`config.mk`:
```
export PLATFORM = sky130hd
export DESIGN_NAME = cmp_sar_search
export DESIGN_NICKNAME = d
export VERILOG_FILES = /design/src/rtl/cmp_pkg.sv /design/src/rtl/cmp_wait_timer.sv /design/src/rtl/cmp_sar_search.sv
export SDC_FILE = /design/constraint.sdc
export NUM_CORES = 1
export LEC_CHECK = 0
export CAP_MARGIN = 40
export CORE_MARGIN = 3
export CORE_UTILIZATION = 55
export DETAILED_ROUTE_END_ITERATION = 10
export PLACE_DENSITY = 0.77
export SETUP_SLACK_MARGIN = 0.5
export SLEW_MARGIN = 0
export SYNTH_ARGS = -nofsm -noshare
export SYNTH_HDL_FRONTEND = slang
export SYNTH_HIERARCHICAL = 1
export SYNTH_SLANG_ARGS = --single-unit
```
`constraint.sdc`:
```
create_clock -name clk -period 5.45 [get_ports clk]
set_input_delay 0.545 -clock clk [delete_from_list [all_inputs] [get_ports clk]]
set_output_delay 0.545 -clock clk [all_outputs]
set_load 0.01 [all_outputs]
```
`src/rtl/cmp_pkg.sv`:
```
// cmp_pkg: shared compare codes, FSM states and error causes for the SAR search engine
package cmp_pkg;

    localparam logic [1:0] CMP_EQZ = 2'b00;
    localparam logic [1:0] CMP_GT  = 2'b01;
    localparam logic [1:0] CMP_LT  = 2'b10;
    localparam logic [1:0] CMP_EQ  = 2'b11;

    localparam logic [1:0] ERR_TIMEOUT = 2'b00;
    localparam logic [1:0] ERR_ZERO    = 2'b01;
    localparam logic [1:0] ERR_VERIFY  = 2'b10;

    typedef enum logic [2:0] {
        S_IDLE,
        S_PROBE,
        S_VERIFY,
        S_DONE,
        S_ERR
    } state_t;

endpackage

```
`src/rtl/cmp_wait_timer.sv`:
```
// cmp_wait_timer: counts stalled probe cycles and flags the edge on which the count reaches TIMEOUT
module cmp_wait_timer #(
    parameter int TIMEOUT = 15
) (
    input  logic clk,
    input  logic rst_n,
    input  logic clear,
    input  logic count,
    output logic expired
);

    logic [7:0] cnt;

    // expired fires during the stalled cycle whose edge would bring the count to TIMEOUT
    assign expired = count && (cnt == 8'(TIMEOUT - 1));

    // stall counter, restarted whenever a probe is accepted or none is pending
    always_ff @(posedge clk or negedge rst_n) begin
        if (!rst_n)
            cnt <= '0;
        else if (clear)
            cnt <= '0;
        else if (count)
            cnt <= cnt + 8'd1;
    end

endmodule

```
`src/rtl/cmp_sar_search.sv`:
```
// cmp_sar_search: successive-approximation search recovering a 4-bit target through compare probes
module cmp_sar_search
    import cmp_pkg::*;
#(
    parameter int TIMEOUT = 15
) (
    input  logic       clk,
    input  logic       rst_n,
    input  logic       start,
    output logic [4:0] guess,
    output logic       guess_valid,
    input  logic [1:0] cmp_code,
    input  logic       cmp_valid,
    output logic       busy,
    output logic       done,
    output logic [4:0] result,
    output logic [2:0] steps,
    output logic       err,
    output logic [1:0] err_cause
);

    state_t     state, state_n;
    logic [3:0] acc, acc_n, nacc;
    logic [1:0] idx, idx_n;
    logic [2:0] steps_n;
    logic [4:0] guess_n, result_n;
    logic       done_n, err_n;
    logic [1:0] cause_n;
    logic       accept, expired;

    assign guess_valid = (state == S_PROBE) || (state == S_VERIFY);
    assign busy        = guess_valid;
    assign accept      = guess_valid && cmp_valid;
    assign nacc        = (cmp_code == CMP_GT) ? guess[3:0] : acc;

    cmp_wait_timer #(.TIMEOUT(TIMEOUT)) u_timer (
        .clk     (clk),
        .rst_n   (rst_n),
        .clear   (!guess_valid || accept),
        .count   (guess_valid && !cmp_valid),
        .expired (expired)
    );

    // next-state and datapath update for one probe decision per accept
    always_comb begin
        state_n  = state;
        acc_n    = acc;
        idx_n    = idx;
        steps_n  = steps;
        guess_n  = guess;
        result_n = result;
        done_n   = 1'b0;
        err_n    = err;
        cause_n  = err_cause;
        case (state)
            S_IDLE, S_DONE, S_ERR: begin
                if (start) begin
                    state_n = S_PROBE;
                    acc_n   = '0;
                    idx_n   = 2'd3;
                    steps_n = '0;
                    err_n   = 1'b0;
                    cause_n = ERR_TIMEOUT;
                    guess_n = 5'd8;
                end
            end
            S_PROBE: begin
                if (expired) begin
                    state_n = S_ERR;
                    err_n   = 1'b1;
                    cause_n = ERR_TIMEOUT;
                end else if (accept) begin
                    steps_n = steps + 3'd1;
                    if (cmp_code == CMP_EQ) begin
                        result_n = guess;
                        done_n   = 1'b1;
                        state_n  = S_DONE;
                    end else if (cmp_code == CMP_EQZ) begin
                        state_n = S_ERR;
                        err_n   = 1'b1;
                        cause_n = ERR_ZERO;
                    end else begin
                        acc_n = nacc;
                        if (idx != 2'd0) begin
                            idx_n   = idx - 2'd1;
                            guess_n = {1'b0, nacc | (4'd1 << (idx - 2'd1))};
                        end else if (nacc != 4'd0) begin
                            state_n = S_ERR;
                            err_n   = 1'b1;
                            cause_n = ERR_VERIFY;
                        end else begin
                            state_n = S_VERIFY;
                            guess_n = '0;
                        end
                    end
                end
            end
            S_VERIFY: begin
                if (expired) begin
                    state_n = S_ERR;
                    err_n   = 1'b1;
                    cause_n = ERR_TIMEOUT;
                end else if (accept) begin
                    steps_n = steps + 3'd1;
                    if (cmp_code == CMP_EQZ) begin
                        result_n = '0;
                        done_n   = 1'b1;
                        state_n  = S_DONE;
                    end else begin
                        state_n = S_ERR;
                        err_n   = 1'b1;
                        cause_n = ERR_VERIFY;
                    end
                end
            end
            default: state_n = S_IDLE;
        endcase
    end

    // state and datapath registers
    always_ff @(posedge clk or negedge rst_n) begin
        if (!rst_n) begin
            state     <= S_IDLE;
            acc       <= '0;
            idx       <= '0;
            steps     <= '0;
            guess     <= '0;
            result    <= '0;
            done      <= 1'b0;
            err       <= 1'b0;
            err_cause <= ERR_TIMEOUT;
        end else begin
            state     <= state_n;
            acc       <= acc_n;
            idx       <= idx_n;
            steps     <= steps_n;
            guess     <= guess_n;
            result    <= result_n;
            done      <= done_n;
            err       <= err_n;
            err_cause <= cause_n;
        end
    end

endmodule

```
==> key figures <==
Outcome
  – Outcome: finished, final reports clean

Yosys
  – Top FF cell, synth: dfrtp_1
  – Synthesized area per cell: 9.60 um^2
  – Async SR Flop Fraction: 100%
  – Post-synthesis sequential area ratio: 41.5%
  – Post-synth cell types: 56
  – YS warnings: 6
  – Post-synth EDFFs: 0
  – Post-Syn Area: 1930 um^2
  – Seq cells post-synth: 32
  – Gate Count Post-Synth: 201

Finish
  – Commonest non-fill, non-tap cell in the layout: dfrtp_1
  – Total Nets Final: 236
  – Share of layout cells above drive strength 1: 9.91%
  – Final core occ: 69.9%
  – Storage cell area: 801 um^2
  – Diodes inserted: 0
  – Multi-input gate area: 1030 um^2
  – P&R area growth vs syn: 16.1%
  – FILL cells: 264
  – Cell Count, Final, Fillers Out: 266
  – Commonest non-fill, non-tap cells in the layout: dfrtp_1 (32), clkdlybuf4s50_1 (22), nor2_1 (17), a21oi_1 (15), o21ai_0 (13)

Clock network
  – Clk_lat worst skew: 330 ps
  – Clock Path Buffers: 2
  – Clock Pin Slew Worst Setup and Hold Paths: 100 ps
  – TritonCTS Sinks: 32
  – TritonCTS buffer count: 5
  – Hold Buf Count CTS: 0
  – Post-CTS setup buffer count: 0
  – CTS tree: done
  – CTS root buf: clkbuf_4
  – CTS resizes: 0
  – Htree depth: 2

Placement
  – GP Congestion: 0.958
  – Number of I/O port buffers: 22
  – Inst Count DP: 258
  – Post-DP HPWL: 3060 um

STA
  – Hold_ws: 488 ps
  – Final min period: 3910 ps
  – Max-slew violation count: 0
  – RSZ-0062 raised after global routing: no
  – # setup viols final: 0
  – Worst-Margin Slew: 862 ps
  – Final Hold Viols: 0
  – Fin crit share: 71.7%
  – Clock skew: 3.67 ps
  – TNS Setup: 0 ps
  – F_max: 256 MHz
  – Slew HR: 42.1%

Global routing
  – Tot GR Track Use: 21.4%
  – GR Layer Usage met2: 34.5%
  – Number of global-route vias before repair: 1,468
  – Met1 GRT Util: 28.6%
  – Grt total ovfl: 0
  – Initial antenna violation count: 0
  – GR Util met3: 5.13%
  – GR peak layer: met2
  – First-pass GRT wire length: 7040 um
  – Pin count of the biggest net entering global routing: 33

Routing
  – Final WL: 4120 um
  – Vias per cell: 6.06
  – First-pass detailed-route iteration total: 4
  – # DRC: 0
  – ANT nets after route: 0
  – Iter 0 DRT Violations: 97
  – Vias: 1,613
  – Wire per inst: 15.5 um

Die
  – Die height: 65.2 um
  – I/O pin count: 25
  – Die ar.: 4250 um^2
  – Rows: 20
  – Initial Utilization: 60.2%
  – Die extent in x: 65.2 um
  – CORE AREA: 3200 um^2

Pwr
  – Worst VDD drop: 0.382 mV
  – Leak: 1.00 nW
  – Cell Pwr Density: 541 nW/um^2
  – Final Total Pwr: 1.21 mW

Worst setup path
  – Worst Path Max Fanout: 18
  – Crit path cell chain: xnor2_2 -> nor3_1 -> nand3_1 -> nor3_1 -> or2_2 -> o22ai_1 -> a2111o_1 -> nor2_2 -> mux2_1
  – CP max-delay cell: dfrtp_1
  – RR Endpoint: err_cause[1]$_DFFE_PN0P_
  – Worst Path Arrival: 4120 ps
  – CP max stage delay: 760 ps
  – CP Launch Type: flop
  – R2R cell count: 9
  – CP dominant cell by count: nor3_1
  – Path type of the worst setup path: flop to flop
  – Worst reg-to-reg setup slack: 1540 ps
  – R2r startpoint: state[1]$_DFFE_PN0P_
  – Worst endpoint required time: 5670 ps
  – Critical Path Sink Type: flop

Min path
  – Hold Crit Depth: 2
  – Hold path endpoint: result[3]$_DFFE_PN0P_
  – Hold crit path type: flop to flop
  – Worst Hold Launch: result[3]$_DFFE_PN0P_

Flow run
  – # Max-Cap Violations: 0
## flip-flops by register name (all words and copies together), names as in the netlist
register / count
done: 1
u_timer/cnt: 8
err_cause: 2
guess: 4
steps: 3
result: 4
err: 1
acc: 4
idx: 2
state: 3
## layer usage
metal | wire, um | part of all wire (%) | vias to the layer above
li1 | - | - | 771
met5 | 0 | 0 | -
met1 | 1850 | 45 | 786
met4 | 59 | 1.4 | 0
met2 | 1990 | 48 | 47
met3 | 224 | 5.4 | 9
## logic make-up (layout without fill, tap and decap cells)
logic type	count (synthesis)	count (layout)	share of synthesized area [%]
buf+inv	20	40	5.45
compound gates	58	58	20.9
simple gates	72	72	21.3
fa+ha+maj	9	9	5.84
other cells	1	2	0.194
xor+xnor	6	6	3.11
mux	3	3	1.62
flops	32	32	41.5
## worst max-delay path, delay by kind of cell, from the launching register on
kind	cells	cell delay (ps)
AO/OA/AOI/OAI	2	490
XOR/XNOR	1	210
flip-flops	1	760
multiplexers	1	320
AND/OR/NAND/NOR	5	2000
## power by group
group	switching [mW]	internal (mW)	leakage, nW
sequential	0.102	0.307	0.419
clock	0.0807	0.122	0.0515
combinational	0.307	0.294	0.530
total	0.489	0.723	1.00
## metrics by stage
step | area (um^2) | worst slack (ps)
2_1_floorplan | 1930 | 2670
3_3_place_gp | 2140 | 1620
3_5_place_dp | 2140 | 1480
4_1_cts | 2240 | 1600
5_1_grt | 2240 | 1190
6_report | 2240 | 1540
## synthesized netlist by cell type, types with 2 or more instances
cell type,count,share of area (%)
a211oi_1,2,0.78
a21oi_1,15,3.9
a22o_1,6,2.7
a31o_2,3,1.4
buf_4,6,2.3
clkbuf_1,4,0.78
dfrtp_1,32,42
ha_1,9,5.8
inv_1,9,1.8
mux2i_1,2,1.0
nand2_1,12,2.3
nand3_1,4,1.0
nand3b_1,4,1.6
nand4_1,4,1.3
nand4bb_1,2,1.2
nor2_1,17,3.3
nor2_2,2,0.65
nor2b_1,2,0.65
nor3_1,6,1.6
o21a_1,2,0.78
o21ai_0,13,3.4
o22a_1,2,0.91
o22ai_1,2,0.65
o31ai_1,2,0.78
or3_1,4,1.3
or4b_1,2,1.0
xnor2_1,2,0.91
xor2_1,3,1.4
## layout make-up
class | count | area share (%)
inverter | 9 | 1.51
clock buffer | 7 | 2.91
tap | 44 | 2.46
clock inverter | 1 | 1.34
timing repair buffer | 23 | 10.2
multi-input combinational | 150 | 45.9
sequential | 32 | 35.8
## how the worst max path moves through the flow
stage	depth (start not counted)	slack, ps	from	end
after global routing	9	1190	state[1]$_DFFE_PN0P_	err_cause[1]$_DFFE_PN0P_
after floorplan	11	2670	state[1]$_DFFE_PN0P_	err_cause[1]$_DFFE_PN0P_
final	9	1540	state[1]$_DFFE_PN0P_	err_cause[1]$_DFFE_PN0P_
after detailed placement	9	1480	cmp_valid	err_cause[1]$_DFFE_PN0P_
after global placement	9	1620	cmp_valid	err_cause[1]$_DFFE_PN0P_
after CTS	9	1600	state[1]$_DFFE_PN0P_	err_cause[1]$_DFFE_PN0P_
Note: power is estimated with default switching activity, not from simulation.
==> RTL edit 1, RTL diff (same settings) <==
The 5 states of `state_t` get a one-hot encoding in 5 bits.
--- a/src/rtl/cmp_pkg.sv
+++ b/src/rtl/cmp_pkg.sv
@@ -10,12 +10,12 @@
     localparam logic [1:0] ERR_ZERO    = 2'b01;
     localparam logic [1:0] ERR_VERIFY  = 2'b10;
 
-    typedef enum logic [2:0] {
-        S_IDLE,
-        S_PROBE,
-        S_VERIFY,
-        S_DONE,
-        S_ERR
+    typedef enum logic [4:0] {
+        S_IDLE   = 5'b00001,
+        S_PROBE  = 5'b00010,
+        S_VERIFY = 5'b00100,
+        S_DONE   = 5'b01000,
+        S_ERR    = 5'b10000
     } state_t;
 
 endpackage
Formal check against the unedited RTL: same outputs for any inputs over 4 cycles, from zero or initial values and one cycle with rst_n low; so few cycles prove little.
==> RTL edit 1 against the original RTL <==
- power fell by 15%
- sequential cell count rose by 2
- synthesized area rose by 8.1%
- maximum frequency rose by 28%
- critical path depth rose by 1
- count of clock-buffer cells in the layout fell by 2
- non-clock buffer count rose by 2
- clock skew barely moved
- setup slack improved by 0.85 ns
- critical path type unchanged
- design area rose by 8.0%
- final cell count rose by 9.8%
- wire length rose by 4.2%
==> RTL edit 1: results (changes against the original RTL) <==
result of the run -> complete, no violations
vias -> 1705 (+5.7%)
count of endpoints failing setup in the final report -> 0 (unchanged)
Primary FF master, synth -> dfrtp_1
Arrival @ worst endpoint -> 3.23 ns (-0.89 ns)
worst setup path startpoint -> state[0]$_DFFE_PN1P_
overall routing resource usage -> 20.9% (-0.55 points)
global routing usage on met3 -> 5.16% (+0.030 points)
top cell types by occurrence after synthesis -> dfrtp_1, o21ai_0, nor2_1, inv_1, a21oi_1
R2R depth -> 10 (+1)
maximum number of pins on one net before global-route repair -> 35 (+6.1%)
post-CTS setup-driven buffer insertion count -> 0 (unchanged)
slowest cell delay on critical path -> 0.63 ns (-0.13 ns)
Root Buffer Master -> clkbuf_8
worst setup slack after placement -> 2.30 ns (+0.825 ns)
launch point of the worst hold path -> err$_DFFE_PN0P_
RR Endpoint -> guess[3]$_DFFE_PN0P_
number of DRC markers in iteration 0 -> 132 (+36%)
met2 usage in global routing -> 32.2% (-2.3 points)
final critical-path required period -> 3.05 ns (-0.855 ns)
top routing layer in use -> met4
worst-skew pair later-pin latency -> 0.29 ns (-0.04 ns)
maximum vdd drop -> 0.000177 V (-54%)
routed length on met3 -> 191 µm (-15%)
H-tree Lvls -> 2 (unchanged)
clock edge transition at the registers on the reported setup and hold paths -> 0.07 ns (-0.03 ns)
layout cell share with drive strength beyond 1 -> 8.54% (-1.4 points)
sequential area share after synthesis -> 40.9% (-0.65 points)
Slowest-stage cell, CP -> dfstp_2
final setup skew -> 0.00367 ns (-0.00000235 ns)
routed length on met2 -> 2070 µm (+3.9%)
global-route wire length before repair -> 7070 µm (+0.40%)
number of unique standard cell types used by synthesis -> 55 (-1.8%)
fillers -> 291 (+10%)
routed metal-1 wirelength -> 1980 µm (+7.2%)
mean post-synth cell area -> 9.23 µm² (-3.9%)
Hold EP -> err$_DFFE_PN0P_
cell area reported after detailed placement -> 2310 µm² (+7.8%)
leakage power -> 1.00 nW (+0.15%)
met1 capacity usage during global routing -> 28.0% (-0.60 points)
via count of the first global-routing pass -> 1512 (+3.0%)
startpoint-to-endpoint class of the critical path -> flop to flop
Area contributors post-synth -> dfrtp_1, ha_1, o21ai_0
top fanout value on the critical path -> 11 (-7)
Net Sw Frac -> 37.5% (-2.9 points)
number of cells after detailed placement -> 284 (+10%)
Final #Nets -> 260 (+10%)
Hold Path Depth -> 1 (-1)
final estimated routing congestion in global placement -> 0.874 (-8.7%)
Final Instance Count excl. Fillers -> 292 (+9.8%)
Relative slew margins -> 67.6% (+26 points)
total CTS buffers -> 5 (unchanged)
worst-case register-to-register setup slack -> 2.40 ns (+0.85 ns)
per-cell routed wire length -> 14.7 µm (-5.1%)
half-perimeter wire length after detailed placement -> 3090 µm (+1.2%)
[RTL edit 1: cell count changes after synthesis, moves of 3 or more]
cell      delta
a31o_2       -3
a21oi_1      -4
clkbuf_1     +4
nand2_1      -3
nor2b_1      +4
nand3_1      +6
inv_1        +4
mux2_2       +4
o21ai_0      +7
nand2b_1     +6
[RTL edit 1: kinds of logic after synthesis]
| logic type | after synthesis | share of synthesized area [%] |
|---|---|---|
| DFF | 34 | 40.9 |
| muxes | 9 | 4.62 |
| xor gates and xnor gates | 8 | 3.36 |
| other | 1 | 0.180 |
| and+or+nand+nor | 78 | 21.2 |
| adders and majority gates | 9 | 5.40 |
| buffers and inverters | 28 | 6.18 |
| AOI/OAI and AO/OA | 59 | 18.2 |
[RTL edit 1: stage by stage]
stage	power, mW	utilization, %	hold slack [ns]
final	1.03	69.2	0.500
after global routing	1.10	69.2	0.522
after CTS	1.04	69.2	0.507
after detailed placement	0.807	66.1	0.483
after global placement	0.799	66.0	0.480
after floorplan	0.652	-	0.249
[RTL edit 1: power by group through the flow]
stage          combinational, mW  clock (mW)  sequential [mW]
3_3_place_gp               0.406           0            0.393
2_1_floorplan              0.274           0            0.379
4_1_cts                    0.415       0.231            0.391
5_1_grt                    0.459       0.241            0.405
3_5_place_dp               0.412           0            0.395
6_report                   0.414       0.226            0.392
[RTL edit 1: area by class of cell]
type / count / area [µm²] / area share (%)
multi-input combinational: 165 / 1110 / 45.8
clock inverter: 3 / 40.0 / 1.65
tap: 46 / 57.6 / 2.38
sequential: 34 / 852 / 35.2
inverter: 14 / 52.6 / 2.17
timing repair buffer: 25 / 240 / 9.93
clock buffer: 5 / 68.8 / 2.84
==> RTL edit 2, RTL diff (config.mk and constraints unchanged) <==
Made on the original files. `TIMEOUT` is set to 15 in 2 places; all go to 7.
--- a/src/rtl/cmp_wait_timer.sv
+++ b/src/rtl/cmp_wait_timer.sv
@@ -1,6 +1,6 @@
 // cmp_wait_timer: counts stalled probe cycles and flags the edge on which the count reaches TIMEOUT
 module cmp_wait_timer #(
-    parameter int TIMEOUT = 15
+    parameter int TIMEOUT = 7
 ) (
     input  logic clk,
     input  logic rst_n,
--- a/src/rtl/cmp_sar_search.sv
+++ b/src/rtl/cmp_sar_search.sv
@@ -2,7 +2,7 @@
 module cmp_sar_search
     import cmp_pkg::*;
 #(
-    parameter int TIMEOUT = 15
+    parameter int TIMEOUT = 7
 ) (
     input  logic       clk,
     input  logic       rst_n,
Function: changed (a bounded check fails within 10 cycles, from zero or initial values and one cycle with rst_n low).
==> RTL edit 2 against the original RTL <==
- power shrank 1.6%
- sequential cell count unchanged
- highest routed layer unchanged
- critical endpoint unchanged
- clock power is 10% lower
- final cell count rose by 0.38%
- critical path type unchanged
- sequential share of layout area is essentially flat
- synthesized area up 0.58%
- largest power group unchanged
- design area about the same
- setup slack improved by 0.64 ns
- wire length rose by 2.1%
==> RTL edit 2: results (changes against the original RTL) <==
slowest cell delay on critical path -> 0.74 ns (-0.02 ns)
maximum vdd drop -> 0.000364 V (-4.7%)
share of synthesized area spent on multiplexers -> 1.61% (-0.0094 points)
final setup skew -> 0.00751 ns (+0.00384 ns)
per-cell routed wire length -> 15.8 µm (+1.8%)
vias per cell -> 6.02 (-0.68%)
Area contributors post-synth -> dfrtp_1, ha_1, a21oi_1
overall routing resource usage -> 21.9% (+0.48 points)
top cell types by occurrence after synthesis -> dfrtp_1, nor2_1, a21oi_1, nand2_1, o21ai_0
global-route wire length before repair -> 7250 µm (+2.9%)
fraction of the mapped netlist area in compound gates -> 20.8% (-0.12 points)
xor/xnor share of the synthesized area -> 3.09% (-0.018 points)
result of the run -> complete, no violations
worst-case register-to-register setup slack -> 2.18 ns (+0.64 ns)
number of unique standard cell types used by synthesis -> 57 (+1.8%)
via count of the first global-routing pass -> 1567 (+6.7%)
Arrival @ worst endpoint -> 3.49 ns (-0.63 ns)
Slowest-stage cell, CP -> dfrtp_1
Relative slew margins -> 51.9% (+9.9 points)
number of DRC markers in iteration 0 -> 95 (-2.1%)
initial antenna violation count -> 0 (unchanged)
minimum hold slack -> 0.489 ns (+0.00104 ns)
final estimated routing congestion in global placement -> 0.844 (-12%)
sequential area share after synthesis -> 41.3% (-0.24 points)
leakage power -> 1.00 nW (about the same)
-- RTL edit 2: area by class of cell --
class                           count  area, µm²
Multi-Input combinational cell    150       1040
Timing Repair Buffer               24        233
Inverter                            9       33.8
Tap cell                           44       55.1
Fill cell                         266        962
Sequential cell                    32        801
Clock inverter                      3       42.5
Clock buffer                        5       37.5
-- RTL edit 2: metal layers --
layer / GRT usage (%) / vias to the layer above / wire length (µm)
li1: - / 772 / -
met4: 7.77 / 0 / 22
met1: 26.4 / 778 / 1830
met3: 5.13 / 4 / 269
met5: 0 / - / 0
met2: 38.1 / 54 / 2090
-- RTL edit 2: report_power, final --
part	switching (mW)	internal, mW
Clock	0.0852	0.0956
Sequential	0.103	0.307
Combinational	0.306	0.296
Total	0.494	0.699
-- RTL edit 2: metrics by stage --
stage,instances,total power [mW],setup slack [ns]
3_3_place_gp,258,0.990,1.75
3_5_place_dp,259,1.01,2.06
4_1_cts,267,1.20,2.21
5_1_grt,267,1.28,1.84
6_report,267,1.19,2.18
2_1_floorplan,202,0.820,2.77
-- RTL edit 2: path summary, 6_finish.rpt --
kind,startpoint,endpoint,depth (start not counted)
max in group asynchronous,rst_n,err_cause[1]$_DFFE_PN0P_,2
min in group asynchronous,rst_n,result[1]$_DFFE_PN0P_,2
setup / recovery,state[1]$_DFFE_PN0P_,err_cause[1]$_DFFE_PN0P_,10
hold / removal,result[2]$_DFFE_PN0P_,result[2]$_DFFE_PN0P_,2
setup reg to reg,state[1]$_DFFE_PN0P_,err_cause[1]$_DFFE_PN0P_,10
hold reg to reg,result[2]$_DFFE_PN0P_,result[2]$_DFFE_PN0P_,2
